### config.mk
export PLATFORM = sky130hd
export DESIGN_NAME = frame_scanner
export DESIGN_NICKNAME = d
export VERILOG_FILES = /design/src/rtl/frame_scanner.sv
export SDC_FILE = /design/constraint.sdc
export NUM_CORES = 1
export LEC_CHECK = 0
export CORE_MARGIN = 2
export CORE_UTILIZATION = 27
export DETAILED_ROUTE_END_ITERATION = 16
export GPL_TIMING_DRIVEN = 1
export PLACE_DENSITY_LB_ADDON = 0.25
export SLEW_MARGIN = 5
export SYNTH_ARGS = -nofsm -noshare
export SYNTH_HDL_FRONTEND = slang
export SYNTH_SLANG_ARGS = --single-unit
### constraint.sdc
create_clock -name clk -period 4.5 [get_ports clk]
set_clock_uncertainty 0.2 [all_clocks]
set_input_delay 0.9 -clock clk [delete_from_list [all_inputs] [get_ports clk]]
set_output_delay 0.9 -clock clk [all_outputs]
set_load 0.005 [all_outputs]
### src/rtl/frame_scanner.sv
// frame_scanner: raster timing generator that reads a cropped frame window
// out of the frame buffer and turns it into a display pixel stream.
//
// The scan walks H_TOTAL x V_TOTAL positions. Only the H_ACTIVE x V_ACTIVE
// visible area issues reads. Each read fetches one byte at a linear index.
// The byte comes back one edge later and is presented on PixelData one edge
// after that.
//
// Ports:
//   clk         in   1   sole clock, rising edge
//   reset       in   1   asynchronous, active-low reset
//   Enable      in   1   scanning permitted while high
//   FrameReady  in   1   frame buffer holds a complete frame
//   FrameDataIn in   8   byte returned by the frame buffer
//   readFrame   out  1   read strobe to the frame buffer
//   FrameWInd   out  16  linear read index (line*H_ACTIVE + px)
//   PxOut       out  10  horizontal counter
//   LineOut     out  10  vertical counter
//   HSync       out  1   active-high horizontal sync
//   VSync       out  1   active-high vertical sync
//   PixelValid  out  1   PixelData holds a visible pixel
//   PixelData   out  8   captured pixel byte
//   FrameDone   out  1   one-cycle pulse on the last cycle of a frame
//
// The parameters must satisfy H_TOTAL, V_TOTAL <= 1024 because the counters
// are 10 bits wide. They must also satisfy H_ACTIVE*V_ACTIVE <= 65536
// because the index is 16 bits wide.

module frame_scanner #(
  parameter int H_ACTIVE = 300,
  parameter int H_FRONT  = 10,
  parameter int H_SYNC   = 20,
  parameter int H_BACK   = 10,
  parameter int V_ACTIVE = 100,
  parameter int V_FRONT  = 2,
  parameter int V_SYNC   = 3,
  parameter int V_BACK   = 5
) (
  input  logic        clk,
  input  logic        reset,
  input  logic        Enable,
  input  logic        FrameReady,
  input  logic [7:0]  FrameDataIn,
  output logic        readFrame,
  output logic [15:0] FrameWInd,
  output logic [9:0]  PxOut,
  output logic [9:0]  LineOut,
  output logic        HSync,
  output logic        VSync,
  output logic        PixelValid,
  output logic [7:0]  PixelData,
  output logic        FrameDone
);

  localparam logic [9:0] H_ACT    = 10'(H_ACTIVE);
  localparam logic [9:0] H_LAST   = 10'(H_ACTIVE + H_FRONT + H_SYNC + H_BACK - 1);
  localparam logic [9:0] HS_START = 10'(H_ACTIVE + H_FRONT);
  localparam logic [9:0] HS_END   = 10'(H_ACTIVE + H_FRONT + H_SYNC);
  localparam logic [9:0] V_ACT    = 10'(V_ACTIVE);
  localparam logic [9:0] V_LAST   = 10'(V_ACTIVE + V_FRONT + V_SYNC + V_BACK - 1);
  localparam logic [9:0] VS_START = 10'(V_ACTIVE + V_FRONT);
  localparam logic [9:0] VS_END   = 10'(V_ACTIVE + V_FRONT + V_SYNC);

  typedef enum logic [0:0] {
    IDLE = 1'b0,
    SCAN = 1'b1
  } state_e;

  state_e      state_q, state_d;
  logic [9:0]  px_q, px_d;
  logic [9:0]  line_q, line_d;
  logic [15:0] wind_q, wind_d;
  logic        rd_d1_q;
  logic        pix_valid_q;
  logic [7:0]  pix_data_q;

  logic in_scan_s;
  logic line_end_s;
  logic frame_end_s;
  logic rd_s;

  assign in_scan_s   = (state_q == SCAN);
  assign line_end_s  = (px_q == H_LAST);
  assign frame_end_s = in_scan_s && line_end_s && (line_q == V_LAST);

  // Read strobe and sync windows are decoded from the registered counters,
  // so they are glitch-free and all read zero in IDLE and under reset.
  assign rd_s = in_scan_s && (px_q < H_ACT) && (line_q < V_ACT);

  assign readFrame  = rd_s;
  assign HSync      = in_scan_s && (px_q >= HS_START) && (px_q < HS_END);
  assign VSync      = in_scan_s && (line_q >= VS_START) && (line_q < VS_END);
  assign FrameDone  = frame_end_s;
  assign PxOut      = px_q;
  assign LineOut    = line_q;
  assign FrameWInd  = wind_q;
  assign PixelValid = pix_valid_q;
  assign PixelData  = pix_data_q;

  // Next-state logic for the scan FSM, the raster counters and the read index.
  always_comb begin
    state_d = state_q;
    px_d    = px_q;
    line_d  = line_q;
    wind_d  = wind_q;
    case (state_q)
      IDLE: begin
        px_d   = 10'd0;
        line_d = 10'd0;
        wind_d = 16'd0;
        if (Enable && FrameReady) begin
          state_d = SCAN;
        end else begin
          state_d = IDLE;
        end
      end
      SCAN: begin
        if (frame_end_s) begin
          // A frame always completes; the inputs are consulted only here.
          px_d   = 10'd0;
          line_d = 10'd0;
          wind_d = 16'd0;
          if (Enable && FrameReady) begin
            state_d = SCAN;
          end else begin
            state_d = IDLE;
          end
        end else begin
          if (line_end_s) begin
            px_d   = 10'd0;
            line_d = line_q + 10'd1;
          end else begin
            px_d   = px_q + 10'd1;
            line_d = line_q;
          end
          // The index advances once per read instead of being computed with
          // a multiply. It keeps equal to line*H_ACTIVE + px in the visible
          // area because each visible line issues exactly H_ACTIVE reads.
          if (rd_s) begin
            wind_d = wind_q + 16'd1;
          end else begin
            wind_d = wind_q;
          end
          state_d = SCAN;
        end
      end
      default: begin
        state_d = IDLE;
        px_d    = 10'd0;
        line_d  = 10'd0;
        wind_d  = 16'd0;
      end
    endcase
  end

  // State, counter and index registers.
  always_ff @(posedge clk or negedge reset) begin
    if (!reset) begin
      state_q <= IDLE;
      px_q    <= 10'd0;
      line_q  <= 10'd0;
      wind_q  <= 16'd0;
    end else begin
      state_q <= state_d;
      px_q    <= px_d;
      line_q  <= line_d;
      wind_q  <= wind_d;
    end
  end

  // Read-return pipeline. The frame buffer answers one edge after the
  // strobe, and the byte is captured on the following edge. This pipeline
  // keeps running in IDLE so the final reads of a frame still drain out.
  always_ff @(posedge clk or negedge reset) begin
    if (!reset) begin
      rd_d1_q     <= 1'b0;
      pix_valid_q <= 1'b0;
      pix_data_q  <= 8'd0;
    end else begin
      rd_d1_q     <= rd_s;
      pix_valid_q <= rd_d1_q;
      if (rd_d1_q) begin
        pix_data_q <= FrameDataIn;
      end else begin
        pix_data_q <= pix_data_q;
      end
    end
  end

endmodule

==> results of run 1 <==
-- power by group --
| group | switching (µW) | internal (µW) |
|---|---|---|
| Combinational | 11.9 | 16.4 |
| Clock | 145 | 166 |
| Sequential | 1.56 | 426 |
| Total | 159 | 608 |
-- layout by cell type (no fill, tap or decap), drive strengths merged, types with 3 or more instances in the layout --
| cell type | count |
|---|---|
| nor2 | 13 |
| a21oi | 16 |
| o21ai | 7 |
| a31oi | 3 |
| xor2 | 7 |
| and3 | 5 |
| clkbuf | 5 |
| ha | 5 |
| o211ai | 8 |
| and4 | 3 |
| nand3 | 13 |
| mux2i | 5 |
| dfrtp | 47 |
| nor4 | 6 |
| clkdlybuf4s50 | 59 |
| o31ai | 10 |
| nand4 | 13 |
| inv | 10 |
| nand2 | 17 |
| or4 | 12 |
| and2 | 5 |
| nor3 | 4 |
| mux2 | 8 |
| buf | 5 |
-- layout make-up --
type                    instances  area [µm²]  share of cell area (%)
clock buffers                   5       68.82                   2.065
clock inverters                 3       43.79                   1.314
repair buffers                 64       625.6                   18.78
well taps                     111       138.9                   4.168
flip-flops and latches         47        1176                   35.30
multi-input cells             183        1241                   37.25
inverters                      10       37.54                   1.127
-- final timing paths --
path,start,endpoint,slack [ps],cells after the start
max in group asynchronous,reset,LineOut[1],2850,1
worst max register to register,in_scan_s,LineOut[4],1370,5
worst max-delay path,in_scan_s,readFrame,510,5
worst min register to register,PixelData[7],PixelData[7],310,1
worst min-delay path,PixelData[7],PixelData[7],310,1
min in group asynchronous,reset,PixelData[2],590,1
-- state kept, by name (all words and copies together) (netlist names) --
register,flops
PixelData,8
PixelValid,1
LineOut,10
rd_d1_q,1
PxOut,10
FrameWInd,16
in_scan_s,1
-- per-layer routing --
metal / track usage [%] / part of all wire [%] / routed length, µm
met1: 16.90 / 47 / 2944
met2: 20.36 / 46 / 2923
met3: 3.121 / 5.3 / 335
met4: 3.267 / 1.3 / 84
met5: 0 / 0 / 0
-- logic make-up (layout without fill, tap and decap cells) --
group,count (synthesis),in the layout,synth area share [%]
AOI/OAI and AO/OA,54,54,14.36
xor gates and xnor gates,9,9,3.121
adders and majority gates,5,5,2.476
buffers and inverters,27,82,4.557
DFF,47,47,46.56
muxes,13,13,5.548
and+or+nand+nor,102,102,23.38
-- through the flow --
step | power [µW] | instance area, µm²
3_5_place_dp | 465.3 | 3219
3_3_place_gp | 464.9 | 3219
6_report | 766.2 | 3332
2_1_floorplan | 439.6 | 2526
4_1_cts | 784.7 | 3332
5_1_grt | 802.8 | 3332
==> results.cfg, run 1 <==
[clock_tree]
ctsResizeCount = 0
cts_made_buffers = 5
post-cts-setup-buffers = 0
h-tree-depth = 2
clockRootBuffer = clkbuf_8
worstSkewPairLatency_ps = 300
cts_hold_buf = 0
tritoncts = yes
clk_transition_reported_paths_ps = 80
clockBufferDepth = 2
cts_sinks = 47

[floorplanning]
rows = 35
core_mm2 = 0.009153
dieArea_mm2 = 0.01015
ios = 61
die_w_um = 100.7
die_y_um = 100.7
start_util_pct = 27.60

[sta]
period_needed_ps = 3992
setup_slack_ps = 507.8
slew_headroom_pct = 28.45
final.setup.tns_ps = 0
whs_ps = 308.8
final-max-slew-violation-count = 0
finalCritPeriodShare_pct = 88.72
worst_pin_slew_ps = 1073
max_freq_mhz = 250.5
finalHoldViolations = 0
rsz0062_at_grt = false
setup_violations = 0

[setup_path]
max_stage_delay_ps = 560
cp_slowest_cell = dfrtp_1
critPathKind = reg2out
crit_chain = or4b_4, or4b_1, or2_2, inv_1, clkdlybuf4s50_1
cp.arrival_ps = 2890
crit_required_ps = 3400
crit_buf_inv = 2
cp_top_family = simple AND/OR/NAND/NOR gates
start_kind = register
critPathCaptureType = output port
path_max_fanout = 13

[synthesis]
async_reset_ff_share_pct = 100.0
yosys.area.top_type = dfrtp_1
synth_enable_flop_cells = 0
syn_nets = 274
syn_area_mm2 = 0.002526
seq_area_frac_synth_pct = 46.56
synth_flop_cell = dfrtp_1
synthTopCellsByArea = dfrtp_1 (47%), mux2_2 (3.6%), or4_1 (3.3%), nand4_1 (3.2%), a21oi_1 (3.0%)
yosys_warnings = 0
synthDistinctLibCells = 44
synth_cells = 257
synth_top_area_share_pct = 46.56
synthTopCellsByCount = dfrtp_1 (47), nand2_1 (17), a21oi_1 (15)
synth_seq_cells = 47
syn_area_per_cell_um2 = 9.829
yosysMostFrequentCell = dfrtp_1

[routing]
drcViolationCount = 0
drtPass1Iterations = 4
drt_iter0_drc = 59
wl_per_cell_um = 14.86
drt_wl_total_um = 6287
antenna_left = 0
vias_per_cell = 5.128
vias = 2169

[grt]
grt_max_degree = 48
track_usage_pct = 12.61
grt_overflow = 0
antenna_found_initial = 0
grt_pass1_wl_um = 10210
grt_pass1_vias = 2011

[finish]
post_layout_nonfiller_instances = 423
nFillCells = 924
final_nets = 328
syn_to_final_growth_pct = 31.90
antennaDiodeCount = 0
drive_above_1_share_pct = 9.615
postLayoutCoreUtil_pct = 36.40

[min_path]
hold_path_class = reg2reg

[placement]
dpl_worst_slack_ps = 826.8
gp_congestion = 0.7680
dpl.cell_count = 415
port_buffers = 60
dp_hpwl_um = 4547

[run_status]
status = completed

[pwr]
power.leakage_uw = 0.001288
power_density_mw_per_mm2 = 230.0
peakVddDrop_uv = 102.4

[job]
max-cap-violations = 0
(Power assumes the default switching activity.)
==> run 2, diff against run 1 <==
Settings changed: MAX_ROUTING_LAYER set to met4, SKIP_CTS_REPAIR_TIMING set to 1.
==> results.cfg, run 2 (same netlist as run 1, synthesis figures left out) <==
[pwr]
power_density_mw_per_mm2 = 229.9
peakVddDrop_uv = 102.4
power.leakage_uw = 0.001288

[routing]
vias_per_cell = 5.128
drtPass1Iterations = 4
antenna_left = 0
drcViolationCount = 0
drt_wl_total_um = 6279
drt_iter0_drc = 66
vias = 2169
wl_per_cell_um = 14.84

[finish]
final_nets = 328
antennaDiodeCount = 0
mostFrequentLayoutCell = clkdlybuf4s50_1
largest_reg_flops = 16
syn_to_final_growth_pct = 31.90
drive_above_1_share_pct = 9.615
final_cell_mix = clkdlybuf4s50_1 (59), dfrtp_1 (47), nand2_1 (17)
final_area_mm2 = 0.003332
nFillCells = 924
multi_input_area_mm2 = 0.001241
regArea_mm2 = 0.001176

[clock_tree]
clockRootBuffer = clkbuf_8
clk_transition_reported_paths_ps = 80
worstSkewPairLatency_ps = 300
h-tree-depth = 2
clockBufferDepth = 2
cts_made_buffers = 5
cts_sinks = 47
tritoncts = yes

[setup_path]
cp_top_family = simple AND/OR/NAND/NOR gates
start_kind = register
cp.arrival_ps = 2890
crit_required_ps = 3400
rrSetupSlack_ps = 1360
crit_chain = or4b_4, or4b_1, or2_2, inv_1, clkdlybuf4s50_1
max_stage_delay_ps = 560
crit_buf_inv = 2
cp_slowest_cell = dfrtp_1
critPathCaptureType = output port
path_max_fanout = 13
critPathKind = reg2out

[floorplanning]
rows = 35
dieArea_mm2 = 0.01015
die_w_um = 100.7
ios = 61
core_mm2 = 0.009153
start_util_pct = 27.60
die_y_um = 100.7

[min_path]
hold_path_class = reg2reg

[sta]
rsz0062_at_grt = false
final.setup.tns_ps = 0
setup_slack_ps = 510.0
final-max-slew-violation-count = 0
slew_headroom_pct = 28.42
max_freq_mhz = 250.6
setup_violations = 0
period_needed_ps = 3990
worst_pin_slew_ps = 1074
finalHoldViolations = 0
finalCritPeriodShare_pct = 88.67

[grt]
antenna_found_initial = 0
track_usage_pct = 12.98
grt_pass1_wl_um = 10210
grt_max_degree = 48
grt_pass1_vias = 2012
grt_overflow = 0

[placement]
port_buffers = 60
dp_hpwl_um = 4547
gp_congestion = 0.7783
dpl_worst_slack_ps = 826.8
place_area_mm2 = 0.003219

[run_status]
status = completed

[job]
max-cap-violations = 0
run 2: cell type report:
| class | count | share of cell area, % |
|---|---|---|
| inverter | 10 | 1.127 |
| clock inverter | 3 | 1.314 |
| multi-input combinational | 183 | 37.25 |
| sequential | 47 | 35.30 |
| timing repair buffer | 64 | 18.78 |
| clock buffer | 5 | 2.065 |
| tap | 111 | 4.168 |
run 2: where the power goes:
part	internal [µW]	leakage (µW)	switching [µW]	total (µW)
clock	166	0.0000581	145	311
sequential	426	0.000594	1.56	427
combinational	16.4	0.000637	11.9	28.3
run 2: per-layer routing:
metal / global-route usage, % / part of all wire (%) / wire length, µm
met5: - / 0 / 0
met4: 3.267 / 1.3 / 84
met2: 20.36 / 47 / 2930
met1: 17.24 / 48 / 2994
met3: 2.566 / 4.3 / 270
run 2: final timing paths:
check / from / endpoint / cells after the start
worst max-delay path: in_scan_s / readFrame / 5
worst min-delay path: PixelData[7] / PixelData[7] / 1
worst max register to register: in_scan_s / LineOut[4] / 5
worst min register to register: PixelData[7] / PixelData[7] / 1
max in group asynchronous: reset / LineOut[1] / 1
min in group asynchronous: reset / PixelData[2] / 1
run 2: through the flow:
step	std cells	total power [µW]	hold WS [ps]	util [%]
global placement	415	464.9	290.1	35.17
floorplan	257	439.6	151.9	-
CTS	423	784.7	318.5	36.40
global route	423	802.8	328.7	36.40
detailed placement	415	465.3	296.4	35.17
finish	423	766.1	308.8	36.40
==> run 3, diff against run 2 <==
Clock period 4.5 ns to 3.8 ns, I/O delays scaled along.
==> results.cfg, run 3 (same netlist as run 1, synthesis figures left out) <==
[finish]
regArea_mm2 = 0.001176
antennaDiodeCount = 0
final_cell_mix = clkdlybuf4s50_1 (59), dfrtp_1 (47), nand2_1 (17)
syn_to_final_growth_pct = 33.43
multi_input_area_mm2 = 0.001245
largest_reg_flops = 16
nFillCells = 920
mostFrequentLayoutCell = clkdlybuf4s50_1
post_layout_nonfiller_instances = 427
final_nets = 332
drive_above_1_share_pct = 11.39

[grt]
grt_max_degree = 36
grt_pass1_vias = 2125
antenna_found_initial = 0
grt_overflow = 0
grt_pass1_wl_um = 10300
track_usage_pct = 13.09

[pwr]
power_density_mw_per_mm2 = 275.4
power.leakage_uw = 0.001309
p_total_uw = 928.3
peakVddDrop_uv = 114.2

[sta]
slew_headroom_pct = 33.12
finalCritPeriodShare_pct = 97.43
max_freq_mhz = 270.1
finalHoldViolations = 0
final.setup.tns_ps = 0
setup_violations = 0
final-max-slew-violation-count = 0
period_needed_ps = 3702
worst_pin_slew_ps = 998.5

[setup_path]
reg2reg_depth = 6
crit_required_ps = 2840
critPathCaptureType = output port
critPathKind = reg2out
start_kind = register
r2r-start = LineOut[7]
timing.rr.end = FrameWInd[10]
endpoint = readFrame
cp.arrival_ps = 2740
rrSetupSlack_ps = 910
path_max_fanout = 5
startpoint = LineOut[7]

[floorplanning]
die_y_um = 100.7
die_w_um = 100.7
ios = 61
core_mm2 = 0.009153
rows = 35
start_util_pct = 27.60
dieArea_mm2 = 0.01015

[routing]
wl_per_cell_um = 15.00
vias_per_cell = 5.108
drt_iter0_drc = 104
drt_wl_total_um = 6407
drtPass1Iterations = 4
vias = 2181
drcViolationCount = 0
antenna_left = 0

[clock_tree]
worstSkewPairLatency_ps = 300
h-tree-depth = 2
clockRootBuffer = clkbuf_8
clockBufferDepth = 2
cts_made_buffers = 5
tritoncts = yes
clk_transition_reported_paths_ps = 90
cts_sinks = 47

[placement]
gp_congestion = 0.7793
dpl.cell_count = 419
dp_hpwl_um = 4513
port_buffers = 60

[job]
max-cap-violations = 0

[run_status]
status = completed

[min_path]
hold_path_class = reg2reg
run 3: report_power, final:
group / internal, µW / total, µW / leakage [µW] / switching [µW]
Sequential: 504 / 506 / 0.000594 / 1.98
Combinational: 20.1 / 34.5 / 0.000654 / 14.4
Clock: 213 / 388 / 0.0000612 / 175
run 3: how the worst min path moves through the flow:
| stage | start | to | slack, ps | depth (start not counted) |
|---|---|---|---|---|
| finish | PixelData[3] | PixelData[3] | 310 | 1 |
| global route | PixelData[6] | PixelData[6] | 330 | 1 |
| detailed placement | PixelData[3] | PixelData[3] | 300 | 1 |
| floorplan | rd_d1_q | PixelValid | 150 | 0 |
| CTS | PixelData[3] | PixelData[3] | 320 | 1 |
| global placement | PixelData[6] | PixelData[6] | 290 | 1 |
run 3: area by class of cell:
type                       instances  share of cell area [%]
multi-input combinational        183                   36.93
clock buffer                       6                   2.450
inverter                          10                   1.114
timing repair buffer              68                   19.45
clock inverter                     2                   1.039
sequential                        47                   34.89
tap                              111                   4.120
run 3: stage by stage:
stage | hold slack (ps) | util, % | worst slack (ps) | instance area, µm²
floorplan | 151.9 | - | 731.9 | 2526
global placement | 287.1 | 35.50 | 387.0 | 3249
detailed placement | 295.1 | 35.50 | 369.8 | 3249
CTS | 316.4 | 36.79 | 29.83 | 3367
global route | 330.9 | 36.83 | -3.755 | 3371
finish | 310.3 | 36.83 | 97.83 | 3371
run 3: routing by layer:
metal	vias to the layer above	GRT usage (%)	wire [µm]
met5	-	-	0
met4	0	4.742	127
met3	11	3.467	334
met2	52	19.95	2891
met1	1037	16.75	3054
li1	1081	-	-
run 3: worst max-delay path, cell delays in order, from the launching register on:
cell	delay [ps]
dfrtp_1	420
or4b_4	560
or4b_4	540
or2_2	350
inv_2	80
clkdlybuf4s50_1	490
==> patch: new RTL, config.mk and constraints of run 1 <==
Make the reset (`reset`) synchronous in 2 clocked blocks. Comments in the files are not updated.
--- a/src/rtl/frame_scanner.sv
+++ b/src/rtl/frame_scanner.sv
@@ -156,3 +156,3 @@
   // State, counter and index registers.
-  always_ff @(posedge clk or negedge reset) begin
+  always_ff @(posedge clk) begin
     if (!reset) begin
@@ -173,3 +173,3 @@
   // keeps running in IDLE so the final reads of a frame still drain out.
-  always_ff @(posedge clk or negedge reset) begin
+  always_ff @(posedge clk) begin
     if (!reset) begin
Function: differs if reset is asserted again (counterexample within 4 cycles, from zero or initial values and one cycle with reset low); with reset held inactive, the same outputs for 10 cycles.
==> patch against run 1 <==
Worst setup slack gained 0.48 ns; synthesized cell count grew 8.6%; via count grew 1.8%; cell area shrank 3.8%; cell count grew 3.1%; first-iteration DRC count grew 110%; synthesized area shrank 1.9%; die area shrank 1.8%; routed wire length shrank 2.5%; highest routed layer unchanged; sequential cell count is the same; total power shrank 4.6%; largest cell class unchanged.
==> patch: results (changes against run 1) <==
stage,metric,value,unit,change
run_status,status,finished clean,,
synthesis,Most used DFF post-synth,dfxtp_1,,
placed_design,dpl hpwl,4.39,mm,-3.5%
grt,vias in the first global route,2037,,+1.3%
routing,met2 wire len,2.79,mm,-4.6%
worst_setup_path,Worst R2R Start,PxOut[1],,
synthesis,top post-synthesis cells by area,"dfxtp_1 (38%), mux2i_1 (4.4%), o31ai_1 (3.9%), or4_1 (3.9%), a21oi_1 (3.6%)",,
synthesis,asr flop ratio synth,0,,-1.00
synthesis,syn_area_per_cell,8.88,sq um,-9.7%
synthesis,register area share after synthesis,0.380,,-0.0858
routing,Metal-1 WL,3.04,mm,+3.3%
routing,WL met3,254,um,-24%
finish,Non-Filler Instances,436,,+3.1%
grt,met3 usage,0.0265,,-0.00474
routing,final wirelength,6.13,mm,-2.5%
power,static leakage,0.981,nW,-24%
synthesis,multiplexer share of the synthesized area,0.0444,,-0.0110
power,VDD IR max,0.112,mV,+9.5%
placed_design,Place WS,1.25,ns,+0.422 ns
routing,Vias,2207,,+1.8%
synthesis,post-synthesis adder-cell area fraction,0.0253,,+0.000488
worst_setup_path,critical path arrival,2.41,ns,-0.48 ns
worst_setup_path,Worst path max stage delay,0.59,ns,+0.03 ns
synthesis,Synth top cells by count,"dfxtp_1 (47), a21oi_1 (18), nand2_1 (17)",,
sta,hold slack final,0.282,ns,-0.0269 ns
sta,slew of the pin with the lowest slew margin,0.855,ns,-0.218 ns
finish,layout cells sized above 1,0.0610,,-0.0352
worst_setup_path,reg2reg setup slack,2.16,ns,+0.79 ns
finish,final-stage net count,345,,+5.2%
placed_design,dpl cells,429,,+3.4%
[patch: cell count changes in the layout (fill, tap and decap cells not counted), moves of 4 or more]
cell,run 1,this run
dfrtp_1,47,0
dfxtp_1,0,47
inv_1,10,5
mux2_2,8,0
mux2i_1,5,11
nand4_1,13,8
nor2b_1,1,10
nor3_1,4,9
o211ai_1,8,4
o21ai_0,6,11
[patch: metrics by stage]
| step | total power [mW] | utilization | cell area, sq um |
|---|---|---|---|
| floorplan | 0.456 | - | 2480 |
| global placement | 0.478 | 0.354 | 3120 |
| detailed placement | 0.478 | 0.354 | 3120 |
| CTS | 0.742 | 0.364 | 3200 |
| global route | 0.760 | 0.364 | 3200 |
| finish | 0.731 | 0.364 | 3200 |
[patch: power breakdown]
group	internal, mW	total [mW]	switching (mW)	leakage, nW
Clock	0.121	0.263	0.142	0.0470
Combinational	0.0238	0.0433	0.0195	0.554
Sequential	0.420	0.425	0.00463	0.379
[patch: kinds of logic (layout without fill, tap and decap cells)]
kind of cell | after synthesis | after routing
compound gates | 69 | 69
xor+xnor | 8 | 8
fa+ha+maj | 5 | 5
buf+inv | 24 | 73
flops | 47 | 47
mux | 11 | 11
simple gates | 115 | 115
[patch: worst paths after layout]
check,endpoint,depth (start not counted)
worst max register to register,LineOut[9],5
worst min-delay path,PxOut[0],1
worst min register to register,PxOut[0],1
worst max-delay path,FrameDone,4
[patch: cell type report]
type                            instances  area [sq um]
Clock buffer                            6          82.6
Clock inverter                          1          5.00
Fill cell                             931          5600
Inverter                                5          18.8
Multi-Input combinational cell        208          1410
Sequential cell                        47           941
Tap cell                              108           135
Timing Repair Buffer                   61           608
[patch: worst max-delay path: cells and delay by family, from the launching register on]
kind	cells	cell delay [ns]
flops	1	0.37
simple gates	3	1.20
buf+inv	1	0.54
